File: src/rtl/ifetch_axi_bridge.sv
// ifetch_axi_bridge
//   Bridges the fetch stage's SRAM-like request/addr_ok/data_ok interface onto
//   an AXI4 read-only master (AR + R channels). It allows up to MAX_OUTST
//   accepted-but-unreturned reads and returns each word with a registered
//   one-cycle data_ok pulse, in acceptance order.
//
// Ports
//   clk, resetn           : clock, synchronous active-low reset
//   inst_sram_req/addr    : fetch request and physical address
//   inst_sram_wr/size/
//   wstrb/wdata           : accepted but unused (fetch side never writes)
//   inst_sram_addr_ok     : request accepted this cycle (combinational)
//   inst_sram_data_ok     : registered return pulse, one per word
//   inst_sram_rdata       : returned word, valid with data_ok
//   inst_axi_err          : registered pulse alongside data_ok when rresp != OKAY
//   ar*                   : AXI read-address channel (single 4-byte INCR beats)
//   r*                    : AXI read-data channel (rready tied high)

module ifetch_axi_bridge #(
   parameter int MAX_OUTST = 2
) (
   input  logic        clk,
   input  logic        resetn,
   // fetch side
   input  logic        inst_sram_req,
   input  logic        inst_sram_wr,
   input  logic [1:0]  inst_sram_size,
   input  logic [3:0]  inst_sram_wstrb,
   input  logic [31:0] inst_sram_wdata,
   input  logic [31:0] inst_sram_addr,
   output logic        inst_sram_addr_ok,
   output logic        inst_sram_data_ok,
   output logic [31:0] inst_sram_rdata,
   output logic        inst_axi_err,
   // AXI AR channel
   output logic [3:0]  arid,
   output logic [31:0] araddr,
   output logic [7:0]  arlen,
   output logic [2:0]  arsize,
   output logic [1:0]  arburst,
   output logic [1:0]  arlock,
   output logic [3:0]  arcache,
   output logic [2:0]  arprot,
   output logic        arvalid,
   input  logic        arready,
   // AXI R channel
   input  logic [3:0]  rid,
   input  logic [31:0] rdata,
   input  logic [1:0]  rresp,
   input  logic        rlast,
   input  logic        rvalid,
   output logic        rready
);

   localparam int CNT_W = $clog2(MAX_OUTST + 1);
   localparam logic [CNT_W-1:0] MAX_CNT = CNT_W'(MAX_OUTST);

   typedef enum logic {
      S_IDLE,
      S_AR_WAIT
   } ar_state_t;

   ar_state_t         state_q, state_d;
   logic [31:0]       araddr_q, araddr_d;
   logic [CNT_W-1:0]  cnt_q, cnt_d;
   logic              dok_q, dok_d;
   logic [31:0]       rdata_q, rdata_d;
   logic              err_q, err_d;

   logic              addr_ok;
   logic              inc;
   logic              dec;

   // Write-side fetch signals and the slave's ID/last are intentionally ignored:
   // the slave must return in order and every burst is a single beat.
   logic unused_inputs;
   assign unused_inputs = ^{inst_sram_wr, inst_sram_size, inst_sram_wstrb,
                            inst_sram_wdata, rid, rlast};

   always_comb begin
      // A new request may be taken when there is room in the outstanding window
      // and the AR slot is either empty or being drained this very cycle.
      addr_ok = inst_sram_req & (cnt_q < MAX_CNT) & ((state_q == S_IDLE) | arready);
      inc     = addr_ok;
      // Beats arriving with nothing outstanding are strays (e.g. from before a
      // reset); they are consumed but never reported.
      dec     = rvalid & (cnt_q != '0);

      state_d  = state_q;
      araddr_d = araddr_q;
      if (addr_ok) begin
         state_d  = S_AR_WAIT;
         araddr_d = inst_sram_addr;
      end else if ((state_q == S_AR_WAIT) && arready) begin
         state_d  = S_IDLE;
      end

      cnt_d = cnt_q;
      case ({inc, dec})
         2'b10:   cnt_d = cnt_q + CNT_W'(1);
         2'b01:   cnt_d = cnt_q - CNT_W'(1);
         default: cnt_d = cnt_q;
      endcase

      dok_d   = dec;
      rdata_d = dec ? rdata : rdata_q;
      err_d   = dec & (rresp != 2'b00);
   end

   always_ff @(posedge clk) begin
      if (!resetn) begin
         state_q  <= S_IDLE;
         araddr_q <= '0;
         cnt_q    <= '0;
         dok_q    <= 1'b0;
         rdata_q  <= '0;
         err_q    <= 1'b0;
      end else begin
         state_q  <= state_d;
         araddr_q <= araddr_d;
         cnt_q    <= cnt_d;
         dok_q    <= dok_d;
         rdata_q  <= rdata_d;
         err_q    <= err_d;
      end
   end

   assign inst_sram_addr_ok = addr_ok;
   assign inst_sram_data_ok = dok_q;
   assign inst_sram_rdata   = rdata_q;
   assign inst_axi_err      = err_q;

   assign arvalid = (state_q == S_AR_WAIT);
   assign araddr  = araddr_q;
   assign arid    = 4'd0;
   assign arlen   = 8'd0;
   assign arsize  = 3'b010;
   assign arburst = 2'b01;
   assign arlock  = 2'b00;
   assign arcache = 4'd0;
   assign arprot  = 3'd0;
   assign rready  = 1'b1;

endmodule

File: config.mk
export PLATFORM = sky130hd
export DESIGN_NAME = ifetch_axi_bridge
export DESIGN_NICKNAME = d
export VERILOG_FILES = /design/src/rtl/ifetch_axi_bridge.sv
export SDC_FILE = /design/constraint.sdc
export NUM_CORES = 1
export LEC_CHECK = 0
export ABC_CLOCK_PERIOD_IN_PS = 2400
export CORE_ASPECT_RATIO = 0.8
export CORE_MARGIN = 2
export CORE_UTILIZATION = 40
export CTS_CLUSTER_DIAMETER = 60
export CTS_CLUSTER_SIZE = 24
export DETAILED_ROUTE_END_ITERATION = 12
export DONT_BUFFER_PORTS = 1
export PLACE_DENSITY = 0.51
export SETUP_SLACK_MARGIN = 0.4
export SLEW_MARGIN = 0
export SYNTH_ARGS = -nofsm -noshare
export SYNTH_HDL_FRONTEND = slang
export SYNTH_SLANG_ARGS = --single-unit
File: constraint.sdc
create_clock -name clk -period 2.4 [get_ports clk]
set_input_delay 0.24 -clock clk [delete_from_list [all_inputs] [get_ports clk]]
set_output_delay 0.24 -clock clk [all_outputs]
set_load 0.02 [all_outputs]
After elaboration in Yosys (flattened, before gate mapping)
Cells that the tools add are included.

Bits in registers: 69. Input port bits: 115. Output and inout bits: 95. Logic and storage cells: 25.

$add $sub $neg: 2. Magnitude comparators: 1. Equality and inequality tests: 2. Muxes and demuxes: 3. Bitwise operators: 6. Reductions and logical operators: 5.

Operators with widths (count): nonzero test 2 bit (4); AND 1 bit (4); one-hot mux 2 bit (2 select lines) (1); adder 2 x 1 -> 2 bit (second input constant) (1); == test 2 x 1 -> 1 bit (second input constant) (1); == test 2 bit (second input constant) (1); < comparator 2 bit (second input constant) (1); 2-to-1 mux 1 bit (2); subtractor 2 x 1 -> 2 bit (second input constant) (1); logical AND 1 bit (1); NOT 1 bit (1); OR 1 bit (1).

Logic depth before layout (Yosys ltp)
Word-level depth: 5. Gate-level depth with buffers: 8. Mapped depth without buffers: 6.

Worst setup path after synthesis
OpenSTA, ideal clock, no wires.

Path type: flip-flop to flip-flop. From: register state_q, in the netlist arvalid. To: register cnt_q[1]. Setup time: 0.076 ns. Data arrival time: 1.637 ns. Data required time: 2.324 ns. Path slack: 0.687 ns. Stages on the path, launching flop included: 8. Path buffers: 2. Clock period less this slack: 1.713 ns. Cells stage by stage: dfxtp_1 > nand2b_1 > buf_2 > buf_2 > nand2_1 > ha_1 > or3_1 > a21boi_0.

Longest elaborated chain between the ends: 5. Elaborated cells between the ends (all ways): 7. Classes of those cells: 2 x eq/ne; 1 x mux; 3 x bitwise; 1 x reduce/logical.

RTL lines: start: declaration (RTL line 63) `ar_state_t state_q, state_d;`; start signal: assignment (RTL line 119) `state_q <= state_d;`; NOT 1 bit * (RTL line 83) `addr_ok = inst_sram_req & (cnt_q < MAX_CNT) & ((state_q == S_IDLE) | arready);`; OR 1 bit * (RTL line 83); AND 1 bit * (RTL line 83); == test 2 x 1 -> 1 bit or == test 2 bit (tied branches) (RTL line 99) `case ({inc, dec})`; one-hot mux 2 bit (2 select lines) or nonzero test 2 bit (tied branches); end signal: assignment (RTL line 121) `cnt_q <= cnt_d;`; end: declaration (RTL line 65) `logic [CNT_W-1:0] cnt_q, cnt_d;`.

Every way passes the cells marked *; elsewhere a longest branch is shown, timed or not. A chain may end at the register's enable or synchronous reset.

Worst setup path after layout
From: register state_q, in the netlist arvalid. To: register araddr_q[16], in the netlist araddr[16].

Longest elaborated chain between the ends: 3.

RTL lines: NOT 1 bit (RTL line 83); OR 1 bit (RTL line 83); AND 1 bit (RTL line 83); end signal: assignment (RTL line 120) `araddr_q <= araddr_d;`; end: declaration (RTL line 64) `logic [31:0] araddr_q, araddr_d;`.

No other way between the ends.

==> summary.md <==
| Metric | Value |
|---|---|
| Clock transition at the registers of the reported paths | `0.07 ns` |
| Final Wtd Congestion | `0.677` |
| Final min period | `1.61 ns` |
| CP Cell Sequence | `and2b_1, buf_4, o21ai_0, a21boi_0` |
| Stages on the worst setup path | `4` |
| Die Y | `80.2 µm` |
| CP startpoint kind | `register` |
| Final period util | `67.1%` |
| Switching Power | `1180 µW` |
| Run status | `finished, final reports clean` |
| PwrDens | `1110 nW/µm²` |
| Int Pwr | `2200 µW` |
| Filler cells | `690` |
| Crit path buffers/inverters | `1` |
| Hold path depth | `1` |
| Pwr Total | `3370 µW` |
| XOR/XNOR share of the synthesized area | `0.603%` |
| Peak Freq | `621 MHz` |
| Final routed DRC violation total | `0` |
| Synth Area in Adders | `0.430%` |
| Post-route ant nets | `0` |
| Die span in x | `99.3 µm` |
| Post-synth top cells | `dfxtp_1, nand2_1, a21boi_0` |
| Compound-cell area share of the yosys netlist | `23.7%` |
| Async set-reset flop share out of synthesis | `0%` |
| Hpwl dp | `4150 µm` |
| Post-Synth Simple-Gate Area | `15.8%` |
| Post-Route Setup TNS | `0 ns` |
| Routed WL | `6410 µm` |
| Root Buffer | `clkbuf_8` |
| Iter 0 DRT Violations | `49` |
| Post-synthesis sequential element count | `69` |
| Std cell rows | `27` |
| Critical path's top delay family | `flip-flops` |
| Max Cap Viol | `0` |
| DP Worst Slack | `0.778 ns` |
| Final setup margin | `0.788 ns` |
| Port bufs | `0` |
| Hold WC Path Type | `primary input to register` |
| Leading area contributor after synthesis | `dfxtp_1` |
| Ys Warns | `0` |
| Syn Area/Cell | `8.68 µm²` |
| H-tree depth | `3` |
| Clock power frac | `31.3%` |
| Top cell type's share of synthesized area | `47.5%` |
| Vias | `2110` |
| Initial antenna violation count | `0` |
| Number of distinct library cells after synthesis | `24` |
| Design Area, Final | `3050 µm²` |
| Clk buf depth | `2` |
| Max stage delay cell, worst path | `dfxtp_1` |
| Diodes inserted | `0` |
| Max-slew violations | `0` |
| WL/cell | `15.4 µm` |
| Critical path's largest stage delay | `0.47 ns` |
| Multiplexer area fraction after synthesis | `0%` |
| Drt via density | `5.08` |
| Cell Area, Synth | `2910 µm²` |
| Switching Share | `34.9%` |
| Final setup vio count | `0` |
| Layout area overhead | `4.91%` |
| Worst endpoint required time | `2.65 ns` |
| Grt total ovfl | `0` |
| Leak Pwr | `0.00112 µW` |
| Worst Setup Path Type | `register to register` |
| Initial Utilization | `41.8%` |
| Clock sinks | `69` |
| Synth Flop Type | `dfxtp_1` |
| Share of layout cells above drive strength 1 | `8.23%` |
| Gate power share | `18.2%` |
| Top Ports | `210` |
| First-pass GRT wire length | `9800 µm` |
| Crit end category | `register` |
| Clock latency on the worst-skew pair | `0.33 ns` |
| Crit path arrival time | `1.86 ns` |
| Reg2reg path depth | `4` |
| Count leader, synth | `dfxtp_1` |
| TritonCTS clock tree | `yes` |
| Nets | `439` |
| Core Region | `6960 µm²` |
| Post-synth EDFFs | `0` |
| Post-placement cell area | `2810 µm²` |
| Sequential Power Share | `50.5%` |
| Count of final hold-check violations | `0` |
| TritonRoute pass-1 iters | `4` |
| Syn Inst Count | `335` |
| Sequential share of the synthesized area | `47.5%` |
| Main area contributors after synthesis | `dfxtp_1, a21boi_0, nand2_1, buf_4, o21ai_0` |
| Largest family of logic cells by synthesized area | `compound AO/OA/AOI/OAI gates` |
| Die footprint | `7970 µm²` |
| Gr usage total | `15.7%` |
| Unrepaired setup endpoints after global routing | `false` |
| Post-CTS Setup Bufs | `0` |
| VDD IR max | `370 µV` |
| Final Skew | `0.00765 ns` |
| CP Max Fanout | `17` |
| Vias in the first global route | `1919` |
| Largest net degree at the start of global routing | `69` |
| Total CTS buffers | `9` |
==> state kept, by name, summed over array words and instances, names as in the netlist <==
register,flops
cnt_q,2
inst_sram_data_ok,1
inst_sram_rdata,32
inst_axi_err,1
araddr,32
arvalid,1
==> what timing repair did <==
action	CTS	global route
gates resized for setup	0	0
hold buffers	1	0
hold endpoints to repair	1	0
==> placed cells by master, fill, tap and decap left out <==
cell type	n
o21ai_0	33
inv_2	1
and2b_1	2
dlygate4sd3_1	1
clkbuf_1	1
conb_1	27
buf_4	5
o21ai_2	1
nand2b_1	1
ha_1	1
nand2_1	65
nand2b_4	1
a21boi_1	4
a21boi_0	59
clkbuf_8	11
and2_1	1
dfxtp_1	69
inv_1	1
and2_2	1
or3_1	1
a21boi_2	3
o21a_1	1
bufinv_16	2
nand3_1	32
clkinv_2	2
xnor2_1	2
==> worst paths after layout <==
| kind | from | slack, ns | to |
|---|---|---|---|
| max reg2reg | arvalid | 0.79 | araddr[16] |
| max | arvalid | 0.79 | araddr[16] |
| min | rresp[1] | 0.04 | inst_axi_err |
| min reg2reg | cnt_q[1] | 0.55 | cnt_q[1] |
==> power by group through the flow <==
| stage | clock (µW) | combinational [µW] | sequential (µW) |
|---|---|---|---|
| after floorplan | 0 | 577 | 1690 |
| after global placement | 0 | 612 | 1730 |
| after detailed placement | 0 | 624 | 1740 |
| after CTS | 1100 | 627 | 1710 |
| after global routing | 1140 | 706 | 1730 |
| final | 1060 | 613 | 1700 |
==> routing by layer <==
metal	track usage, %	vias up	wire length, µm
met5	0	-	0
met4	6.44	0	63
met3	7.57	7	733
met2	24.5	105	2860
met1	18.5	954	2750
li1	-	1044	-
==> area by class of cell <==
class                      count  area, µm²  share of cell area (%)
sequential                    69       1380                    45.3
multi-input combinational    235       1280                    41.9
clock buffer                  12        155                    5.09
tap                           87        109                    3.57
clock inverter                 4       70.1                    2.30
timing repair buffer           6       47.5                    1.56
inverter                       2       7.51                   0.246
==> stage by stage <==
step | std cells | utilization [%] | hold slack [ns]
4_1_cts | 415 | 43.8 | 0.0119
6_report | 415 | 43.8 | 0.0368
3_3_place_gp | 398 | 40.4 | 0.351
5_1_grt | 415 | 43.8 | 0.0190
2_1_floorplan | 360 | - | 0.350
3_5_place_dp | 398 | 40.4 | 0.355
==> cells by family after synthesis <==
logic type | count (synthesis)
AND/OR/NAND/NOR | 104
XOR/XNOR | 2
buffers and inverters | 56
other | 2
AO/OA/AOI/OAI | 101
flip-flops | 69
adder cells (fa/ha/maj) | 1
Power figures use the tool's default switching activity.
